**config.mk**
```make
export PLATFORM = sky130hd
export DESIGN_NAME = muldiv_unit
export DESIGN_NICKNAME = d
export VERILOG_FILES = /design/src/rtl/muldiv_pkg.sv /design/src/rtl/muldiv_iter.sv /design/src/rtl/muldiv_unit.sv
export SDC_FILE = /design/constraint.sdc
export NUM_CORES = 1
export LEC_CHECK = 0
export BUFFER_PORTS_ARGS = -buffer_cell sky130_fd_sc_hd__buf_2
export CAP_MARGIN = 20
export CORE_MARGIN = 2
export CORE_UTILIZATION = 55
export CTS_CLUSTER_DIAMETER = 80
export DETAILED_ROUTE_END_ITERATION = 10
export GPL_TIMING_DRIVEN = 1
export PLACE_DENSITY = 0.74
export SYNTH_ARGS = -nofsm -noshare
export SYNTH_HDL_FRONTEND = slang
export SYNTH_SLANG_ARGS = --single-unit
```
**constraint.sdc**
```tcl
create_clock -name clk -period 4.1 [get_ports clk]
set_input_delay 0.41 -clock clk [delete_from_list [all_inputs] [get_ports clk]]
set_output_delay 0.41 -clock clk [all_outputs]
set_load 0.05 [all_outputs]
```
**src/rtl/muldiv_pkg.sv**
```systemverilog
// Shared encodings for the iterative multiply/divide unit: FSM states and op codes.
// The main decoder and ALU decoder import the same op encodings.
package muldiv_pkg;

    typedef enum logic [1:0] {
        IDLE = 2'b00,
        MUL  = 2'b01,
        DIV  = 2'b10,
        DONE = 2'b11
    } md_state_t;

    localparam logic [1:0] MD_MUL = 2'b00;
    localparam logic [1:0] MD_DIV = 2'b01;
    localparam logic [1:0] MD_REM = 2'b10;

endpackage

```
**src/rtl/muldiv_iter.sv**
```systemverilog
// One iteration step of the muldiv unit: shift-add (multiply) or
// restore-subtract (divide), selected by div_mode.
module muldiv_iter #(
    parameter int unsigned WIDTH = 19
) (
    input  logic               div_mode,
    input  logic [2*WIDTH-1:0] acc,
    input  logic [WIDTH:0]     rem,
    input  logic [WIDTH-1:0]   opa,
    input  logic [WIDTH-1:0]   opb,
    output logic [2*WIDTH-1:0] acc_next,
    output logic [WIDTH:0]     rem_next
);

    logic [WIDTH:0]   sum;
    logic [WIDTH+1:0] shifted;
    logic [WIDTH+1:0] diff;
    logic             fits;

    always_comb begin
        sum      = {1'b0, acc[2*WIDTH-1:WIDTH]} + {1'b0, opa};
        shifted  = {rem, acc[WIDTH-1]};
        diff     = shifted - {2'b00, opb};
        // No borrow out of the subtract means the divisor fits this step.
        fits     = ~diff[WIDTH+1];
        acc_next = acc;
        rem_next = rem;
        if (div_mode) begin
            rem_next = fits ? diff[WIDTH:0] : shifted[WIDTH:0];
            acc_next = {acc[2*WIDTH-1:WIDTH], acc[WIDTH-2:0], fits};
        end else begin
            // Multiplier sits in the low half and drains LSB-first as the product grows in.
            acc_next = acc[0] ? {sum, acc[WIDTH-1:1]} : {1'b0, acc[2*WIDTH-1:1]};
        end
    end

endmodule

```
**src/rtl/muldiv_unit.sv**
```systemverilog
// Multi-cycle unsigned MUL/DIV/REM unit, one bit per cycle, start/done handshake.
// Optional product-overflow flag output enabled by defining MULDIV_OVF_EN.
module muldiv_unit
    import muldiv_pkg::*;
#(
    parameter int unsigned WIDTH = 19
) (
    input  logic             clk,
    input  logic             reset,
    input  logic             start,
    input  logic [1:0]       op,
    input  logic [WIDTH-1:0] a,
    input  logic [WIDTH-1:0] b,
    output logic             busy,
    output logic             done,
    output logic [WIDTH-1:0] result,
    output logic             div_by_zero
`ifdef MULDIV_OVF_EN
    ,
    output logic             mul_ovf
`endif
);

    localparam int unsigned CW = $clog2(WIDTH + 1);

    md_state_t          state;
    logic [CW-1:0]      cnt;
    logic [1:0]         op_q;
    logic [WIDTH-1:0]   opa;
    logic [WIDTH-1:0]   opb;
    logic [2*WIDTH-1:0] acc;
    logic [WIDTH:0]     rem;
    logic [2*WIDTH-1:0] acc_next;
    logic [WIDTH:0]     rem_next;

    muldiv_iter #(
        .WIDTH(WIDTH)
    ) u_iter (
        .div_mode(state == DIV),
        .acc     (acc),
        .rem     (rem),
        .opa     (opa),
        .opb     (opb),
        .acc_next(acc_next),
        .rem_next(rem_next)
    );

    always_ff @(posedge clk) begin
        if (reset) begin
            state       <= IDLE;
            busy        <= 1'b0;
            done        <= 1'b0;
            result      <= '0;
            div_by_zero <= 1'b0;
            cnt         <= '0;
            op_q        <= '0;
            opa         <= '0;
            opb         <= '0;
            acc         <= '0;
            rem         <= '0;
`ifdef MULDIV_OVF_EN
            mul_ovf     <= 1'b0;
`endif
        end else begin
            done <= 1'b0;
            case (state)
                IDLE, DONE: begin
                    state <= IDLE;
                    if (start) begin
                        op_q <= op;
                        opa  <= a;
                        opb  <= b;
                        cnt  <= CW'(WIDTH);
                        rem  <= '0;
                        case (op)
                            MD_MUL: begin
                                state <= MUL;
                                busy  <= 1'b1;
                                acc   <= {{WIDTH{1'b0}}, b};
                            end
                            MD_DIV, MD_REM: begin
                                if (b == '0) begin
                                    state       <= DONE;
                                    done        <= 1'b1;
                                    result      <= (op == MD_DIV) ? '1 : a;
                                    div_by_zero <= 1'b1;
`ifdef MULDIV_OVF_EN
                                    mul_ovf     <= 1'b0;
`endif
                                end else begin
                                    state <= DIV;
                                    busy  <= 1'b1;
                                    acc   <= {{WIDTH{1'b0}}, a};
                                end
                            end
                            default: begin
                                state       <= DONE;
                                done        <= 1'b1;
                                result      <= '0;
                                div_by_zero <= 1'b0;
`ifdef MULDIV_OVF_EN
                                mul_ovf     <= 1'b0;
`endif
                            end
                        endcase
                    end
                end
                MUL, DIV: begin
                    acc <= acc_next;
                    rem <= rem_next;
                    cnt <= cnt - 1'b1;
                    if (cnt == CW'(1)) begin
                        state       <= DONE;
                        busy        <= 1'b0;
                        done        <= 1'b1;
                        div_by_zero <= 1'b0;
                        result      <= (state == DIV && op_q == MD_REM) ? rem_next[WIDTH-1:0]
                                                                        : acc_next[WIDTH-1:0];
`ifdef MULDIV_OVF_EN
                        mul_ovf     <= (state == MUL) && (acc_next[2*WIDTH-1:WIDTH] != '0);
`endif
                    end
                end
                default: state <= IDLE;
            endcase
        end
    end

endmodule
```
Yosys cells after proc, flatten, opt, wreduce, memory -nomap -nowiden
Cells that the tools add are included.
{"block": "word_totals", "regBits": 127, "in_bits": 43, "out_inout_bits": 22, "wordCells": 83}
{"block": "op_classes", "add_sub_neg": 3, "eq_ne": 15, "mux": 38, "bitwise_logic": 1, "n_reduce_logical": 13}
{"op": "$mux 38", "count": 4}
{"op": "$pmux 38 s2", "count": 2}
{"op": "$mux 19", "count": 5}
{"op": "$pmux 19 s2", "count": 2}
{"op": "$mux 20", "count": 3}
{"op": "$pmux 20 s2", "count": 1}
{"op": "$sub 21x19->21", "count": 1}
{"op": "$add 19x19->20", "count": 1}
{"op": "$logic_not 19->1", "count": 1}
{"op": "$pmux 1 s2", "count": 6}
{"op": "$reduce_and 4->1", "count": 3}
{"op": "$pmux 5 s2", "count": 1}
{"op": "$mux 1", "count": 9}
{"op": "$eq 2x2->1 const B", "count": 4}
{"op": "$ne 2x2->1 const B", "count": 4}
{"op": "$pmux 2 s2", "count": 2}
{"op": "$ne 3x3->1 const B", "count": 2}
{"op": "$reduce_or 2->1", "count": 3}
{"op": "$eq 5x1->1 const B", "count": 1}
{"op": "$mux 5", "count": 1}
{"op": "$sub 5x1->5 const B", "count": 1}
{"op": "$eq 2x1->1 const B", "count": 2}
{"op": "$logic_not 2->1", "count": 2}
{"op": "$mux 2", "count": 2}
{"op": "6 further kinds", "count": 7}

Logic depth before layout (Yosys ltp)
{"block": "depth", "depth_word": 6, "ltp_mapped": 14, "ltp_nobuf": 12}

By module
Synthesis repeated with hierarchy kept, for this count alone.
{"block": "hier_totals", "hier_cells": 1124, "hier_area_um2": 8904.8}
{"module": "muldiv_unit", "instances": 1, "cells_per_inst": 691, "area_per_inst_um2": 5929.4, "seq_area_each_um2": 2542.4}
{"module": "muldiv_iter", "instances": 1, "cells_per_inst": 433, "area_per_inst_um2": 2975.4, "seq_area_each_um2": 0.0}

Worst setup path after synthesis
Ideal clock, no wire load.
{"block": "synth_path", "path_kind": "reg-to-reg", "start": "reg acc[18]", "end": "reg rem[2]", "setup_ns": 0.132, "t_arrival_ns": 2.722, "required_time_ns": 3.968, "setup_slack_ns": 1.246, "stages_incl_launch_ff": 14, "path_buffers": 1, "synth_period_minus_slack_ns": 2.854, "path_cell_list": "dfxtp_1 inv_1 ha_1 fa_1 nand2b_1 a21oi_1 o211ai_2 o2111ai_2 o41ai_4 xor2_2 buf_6 mux2_2 o211ai_1 a21oi_1"}
{"block": "synth_between", "elab_chain_len": 4}
{"item": "from (decl)", "line_no": "muldiv_unit.sv:31", "text": "logic [2*WIDTH-1:0] acc;"}
{"item": "from (signal assigned)", "line_no": "muldiv_unit.sv:79", "text": "acc <= {{WIDTH{1'b0}}, b};"}
{"item": "from (signal assigned)", "line_no": "muldiv_unit.sv:93", "text": "acc <= {{WIDTH{1'b0}}, a};"}
{"item": "from (signal assigned)", "line_no": "muldiv_unit.sv:109", "text": "acc <= acc_next;"}
{"item": "$sub 21x19->21", "line_no": "muldiv_iter.sv:23", "text": "diff = shifted - {2'b00, opb};"}
{"item": "$mux 20", "line_no": "muldiv_iter.sv:29", "text": "rem_next = fits ? diff[WIDTH:0] : shifted[WIDTH:0];"}
{"item": "$mux 20", "line_no": "muldiv_iter.sv:28", "text": "if (div_mode) begin"}
{"item": "$pmux 20 s2", "line_no": "muldiv_unit.sv:66", "text": "case (state)"}
{"item": "to (signal assigned)", "line_no": "muldiv_unit.sv:110", "text": "rem <= rem_next;"}
{"item": "to (decl)", "line_no": "muldiv_unit.sv:32", "text": "logic [WIDTH:0] rem;"}
Every way passes these cells. The select of a mux whose other input is x is not followed.
A chain may end at the register's enable or synchronous reset.

Final worst setup path
{"block": "layout_path", "start": "reg acc[18]", "end": "reg result[2]"}
{"block": "layout_between", "elab_chain_len": 6}
{"item": "$sub 21x19->21", "line_no": "muldiv_iter.sv:23"}
{"item": "$mux 20", "line_no": "muldiv_iter.sv:29"}
{"item": "$mux 20", "line_no": "muldiv_iter.sv:28"}
{"item": "$mux 19", "line_no": "muldiv_unit.sv:117", "text": "result <= (state == DIV && op_q == MD_REM) ? rem_next[WIDTH-1:0]"}
{"item": "$mux 19", "line_no": "muldiv_unit.sv:112", "text": "if (cnt == CW'(1)) begin"}
{"item": "$pmux 19 s2", "line_no": "muldiv_unit.sv:66"}
{"item": "to (signal assigned)", "line_no": "muldiv_unit.sv:85", "text": "result <= (op == MD_DIV) ? '1 : a;"}
{"item": "to (signal assigned)", "line_no": "muldiv_unit.sv:117"}
{"item": "to (decl)", "line_no": "muldiv_unit.sv:16", "text": "output logic [WIDTH-1:0] result,"}
Every way passes these cells. The select of a mux whose other input is x is not followed.

==> Flow_metrics.wiki <==
{| class="wikitable"
! Metric !! Value
|-
| Placed inst area || 0.00842 mm^2
|-
| Core footprint || 0.0144 mm^2
|-
| Maximum vdd drop || 0.342 mV
|-
| Final hold slack || 0.248 ns
|-
| Number of rows in the core area || 44
|-
| CTS tree || done
|-
| Final-report max-slew violation count || 0
|-
| Largest area contributor in the netlist || sky130_fd_sc_hd__dfxtp_1
|-
| Antenna Cells || 0
|-
| Top post-synthesis cells by area || sky130_fd_sc_hd__dfxtp_1, sky130_fd_sc_hd__a21oi_1, sky130_fd_sc_hd__ha_1
|-
| Floorplan die width || approximately 120 um
|-
| Critical Path AT || ~3.4 ns
|-
| Outcome || finished, final reports clean
|-
| Number of buffer cells added on primary ports || 64
|-
| Portion of the post-synthesis area used by sequential elements || 31.8%
|-
| Leakage || 3.69 nW
|-
| Maximum buffer depth of the clock tree || 2
|-
| Commonest register cell after synthesis || sky130_fd_sc_hd__dfxtp_1
|-
| DRT Pass-1 Iters || 5
|-
| Critical path startpoint category || register
|-
| Antenna violations before repair || 0
|-
| GRT Overall Usage || roughly 30%
|-
| Fraction of final layout cells sized beyond drive strength 1 || between 10% and 20%
|-
| Final WL || 23300 um
|-
| Die area || ~0.016 mm^2
|-
| Global placement routability congestion || 0.926
|-
| Pre-CTS WS || 1.01 ns
|-
| Via count of the first global-routing pass || 6937
|-
| Highest clock rate || 319 MHz
|-
| Transition time at the pin with the least slew margin || 0.973 ns
|-
| Final clock skew || 0.00791 ns
|-
| Setup Buffers After CTS || 0
|-
| Hold-fix buffer count after cts || 0
|-
| Total placed cells including tap cells || 1228
|-
| Detail-routed via count per cell || 6.18
|-
| Routed wire length per instance || 18.6 um
|-
| Pin count of the biggest net entering global routing || 64
|-
| Final number of setup-violating endpoints || 0
|-
| Clock sink count || 127
|-
| Area overhead of the layout relative to synthesis || 11.7%
|-
| Total of warnings raised by yosys || 0
|-
| Worst-path fanout max || 21
|-
| First-pass GRT wire length || 37200 um
|-
| Final Instance Area || between 0.008 and 0.009 mm^2
|-
| Antenna-violating nets left || 0
|-
| Start-to-end type of the worst setup path || register to register
|-
| Setup repair after global routing missed its margin || false
|-
| EDFF count, synth || 0
|-
| Power density normalized to cell area || roughly 460 mW/mm^2
|-
| Max_cap viols || 0
|-
| Cell count after synthesis || 1032
|-
| TritonCTS buffer count || 17
|-
| Slew HR || 35.0%
|-
| Half-perimeter wire length of the detailed placement result || 16500 um
|-
| Asr flop ratio synth || 0%
|-
| Hold Crit Class || input port to register
|-
| Cell Area, Synth || 0.00800 mm^2
|-
| Clock slew at the register clock pins of the worst setup and hold paths || 0.06 ns
|-
| Count of endpoints failing hold in the final timing report || 0
|-
| Post-synthesis area per instance || 7.75 um^2
|-
| Share of Yosys cell area claimed by the top area cell type || 31.8%
|-
| Number of instances resized during post-cts repair || 0
|-
| Count of cell types in the netlist || 69
|-
| Number of nets produced by synthesis || 1122
|-
| Insertion delay to the later sink of the worst-skew pair || 0.43 ns
|-
| Number of H-tree levels || 4
|-
| Crit path required time || 4.38 ns
|-
| Shortest clock period the worst path allows after layout || 3.13 ns
|-
| Number of primary I/O pins || 65
|-
| Critical Path Sink Type || register
|-
| DRC viols || 0
|-
| Clock root buffer || sky130_fd_sc_hd__clkbuf_16
|-
| Effective utilization at floorplan || 55.7%
|-
| Routed vias || 7761
|-
| Final net count || 1154
|-
| Final cell count without fillers || 1256
|-
| Vertical extent of the die || between 100 and 150 um
|-
| Initial drt markers || 783
|-
| Setup TNS || 0 ns
|-
| Final setup slack of the worst path || 0.966 ns
|-
| Tcrit/Tclk final || between 70 and 80%
|-
| Total grt overflow || 0
|-
| Total of flip-flops plus latches after synthesis || between 100 and 150
|}
critical path: stages (launching register included):
cell and delay [ns]:
sky130_fd_sc_hd__dfxtp_1 0.36, sky130_fd_sc_hd__inv_1 0.07, sky130_fd_sc_hd__ha_1 0.24, sky130_fd_sc_hd__fa_1 0.41
sky130_fd_sc_hd__nand2b_1 0.18, sky130_fd_sc_hd__a21oi_1 0.24, sky130_fd_sc_hd__o211ai_2 0.15, sky130_fd_sc_hd__o2111ai_2 0.15
sky130_fd_sc_hd__o41ai_4 0.10, sky130_fd_sc_hd__xor2_2 0.15, sky130_fd_sc_hd__buf_4 0.29, sky130_fd_sc_hd__mux2_2 0.38
sky130_fd_sc_hd__o21ai_0 0.18, sky130_fd_sc_hd__a21oi_1 0.10
synth_stat cells (3+ instances only):
| master | count |
|---|---|
| sky130_fd_sc_hd__xnor2_1 | 19 |
| sky130_fd_sc_hd__buf_2 | 5 |
| sky130_fd_sc_hd__nand2_1 | 126 |
| sky130_fd_sc_hd__nor3_1 | 31 |
| sky130_fd_sc_hd__a21o_1 | 10 |
| sky130_fd_sc_hd__dfxtp_1 | 127 |
| sky130_fd_sc_hd__o21a_1 | 5 |
| sky130_fd_sc_hd__a211o_1 | 3 |
| sky130_fd_sc_hd__a211oi_1 | 31 |
| sky130_fd_sc_hd__o22ai_1 | 7 |
| sky130_fd_sc_hd__clkbuf_1 | 50 |
| sky130_fd_sc_hd__o21ai_0 | 42 |
| sky130_fd_sc_hd__o31a_1 | 6 |
| sky130_fd_sc_hd__nor2_1 | 115 |
| sky130_fd_sc_hd__or2_2 | 3 |
| sky130_fd_sc_hd__or3_1 | 4 |
| sky130_fd_sc_hd__o221ai_1 | 7 |
| sky130_fd_sc_hd__inv_1 | 39 |
| sky130_fd_sc_hd__o211ai_1 | 5 |
| sky130_fd_sc_hd__nand3b_1 | 4 |
| sky130_fd_sc_hd__a311oi_1 | 3 |
| sky130_fd_sc_hd__and3_1 | 4 |
| sky130_fd_sc_hd__ha_1 | 45 |
| sky130_fd_sc_hd__nor3b_1 | 15 |
| sky130_fd_sc_hd__mux2i_1 | 37 |
| sky130_fd_sc_hd__nor2b_1 | 17 |
| sky130_fd_sc_hd__a221oi_1 | 10 |
| sky130_fd_sc_hd__o2bb2ai_1 | 5 |
| sky130_fd_sc_hd__o21bai_1 | 5 |
| sky130_fd_sc_hd__and2_1 | 6 |
| sky130_fd_sc_hd__mux2_2 | 10 |
| sky130_fd_sc_hd__nor4_1 | 6 |
| sky130_fd_sc_hd__a22oi_1 | 12 |
| sky130_fd_sc_hd__a31oi_1 | 14 |
| sky130_fd_sc_hd__a21oi_1 | 127 |
| sky130_fd_sc_hd__buf_1 | 11 |
| sky130_fd_sc_hd__nand3_1 | 6 |
| sky130_fd_sc_hd__xor2_1 | 12 |
| sky130_fd_sc_hd__nand2b_1 | 9 |
final timing paths:
| path | from | endpoint | slack [ns] | depth (start not counted) |
|---|---|---|---|---|
| worst min register to register | opb[7] | opb[7] | 0.45 | 2 |
| worst max-delay path | acc[18] | result[2] | 0.97 | 13 |
| worst max register to register | acc[18] | result[2] | 0.97 | 13 |
| worst min-delay path | b[18] | opb[18] | 0.25 | 3 |
routing by layer:
| metal | share of wire, % | GRT usage [%] |
|---|---|---|
| met5 | 0 | 0 |
| met4 | 1.7 | 8.00 |
| met3 | 9.1 | 7.56 |
| met2 | 43 | 43.7 |
| met1 | 46 | 43.0 |
through the flow:
stage	total power, W	util, %
2_1_floorplan	0.00243	-
6_report	0.00412	62.2
5_1_grt	0.00431	62.2
4_1_cts	0.00410	62.1
3_3_place_gp	0.00274	58.6
3_5_place_dp	0.00276	58.6
where the power goes:
group          total, W  internal, W  switching (W)
clock network   0.00135     0.000833       0.000521
logic           0.00132     0.000464       0.000855
registers       0.00145      0.00135      0.0000977
logic make-up (layout without fill, tap and decap cells):
kind of cell	Yosys count	after routing	share of synthesized area [%]
AND/OR/NAND/NOR	353	353	20.1
AO/OA/AOI/OAI	319	319	25.8
flip-flops	127	127	31.8
buffers and inverters	107	147	5.19
adder cells (fa/ha/maj)	47	47	7.54
multiplexers	47	47	6.04
XOR/XNOR	32	32	3.60
state kept, by name, summed over array words and instances (netlist names):
name and cells:
state 2, acc 38, done 1, rem 20
op_q 2, div_by_zero 1, opb 19, cnt 5
result 19, busy 1, opa 19
area by class of cell:
cell class / count / area, um^2
Clock buffer: 26 / 509
Clock inverter: 1 / 5.00
Fill cell: 1339 / 5430
Inverter: 40 / 150
Multi-Input combinational cell: 798 / 5060
Sequential cell: 127 / 2540
Tap cell: 184 / 230
Timing Repair Buffer: 80 / 447
cells in the final DEF (no fill, tap or decap), drive strengths merged, types with 7 or more instances in the layout:
cell type and instances:
o221ai 7, nor3b 15, nand2b 9, xor2 13, nor2b 18, o21ai 43
ha 45, inv 39, a22oi 12, xnor2 19, mux2i 37, o22ai 7
buf 80, a21oi 128, a21o 10, a211oi 31, clkbuf 26, a221oi 10
nor3 31, dfxtp 127, nor2 115, nand2 126, a31oi 14, mux2 10
(Power assumes the default switching activity.)
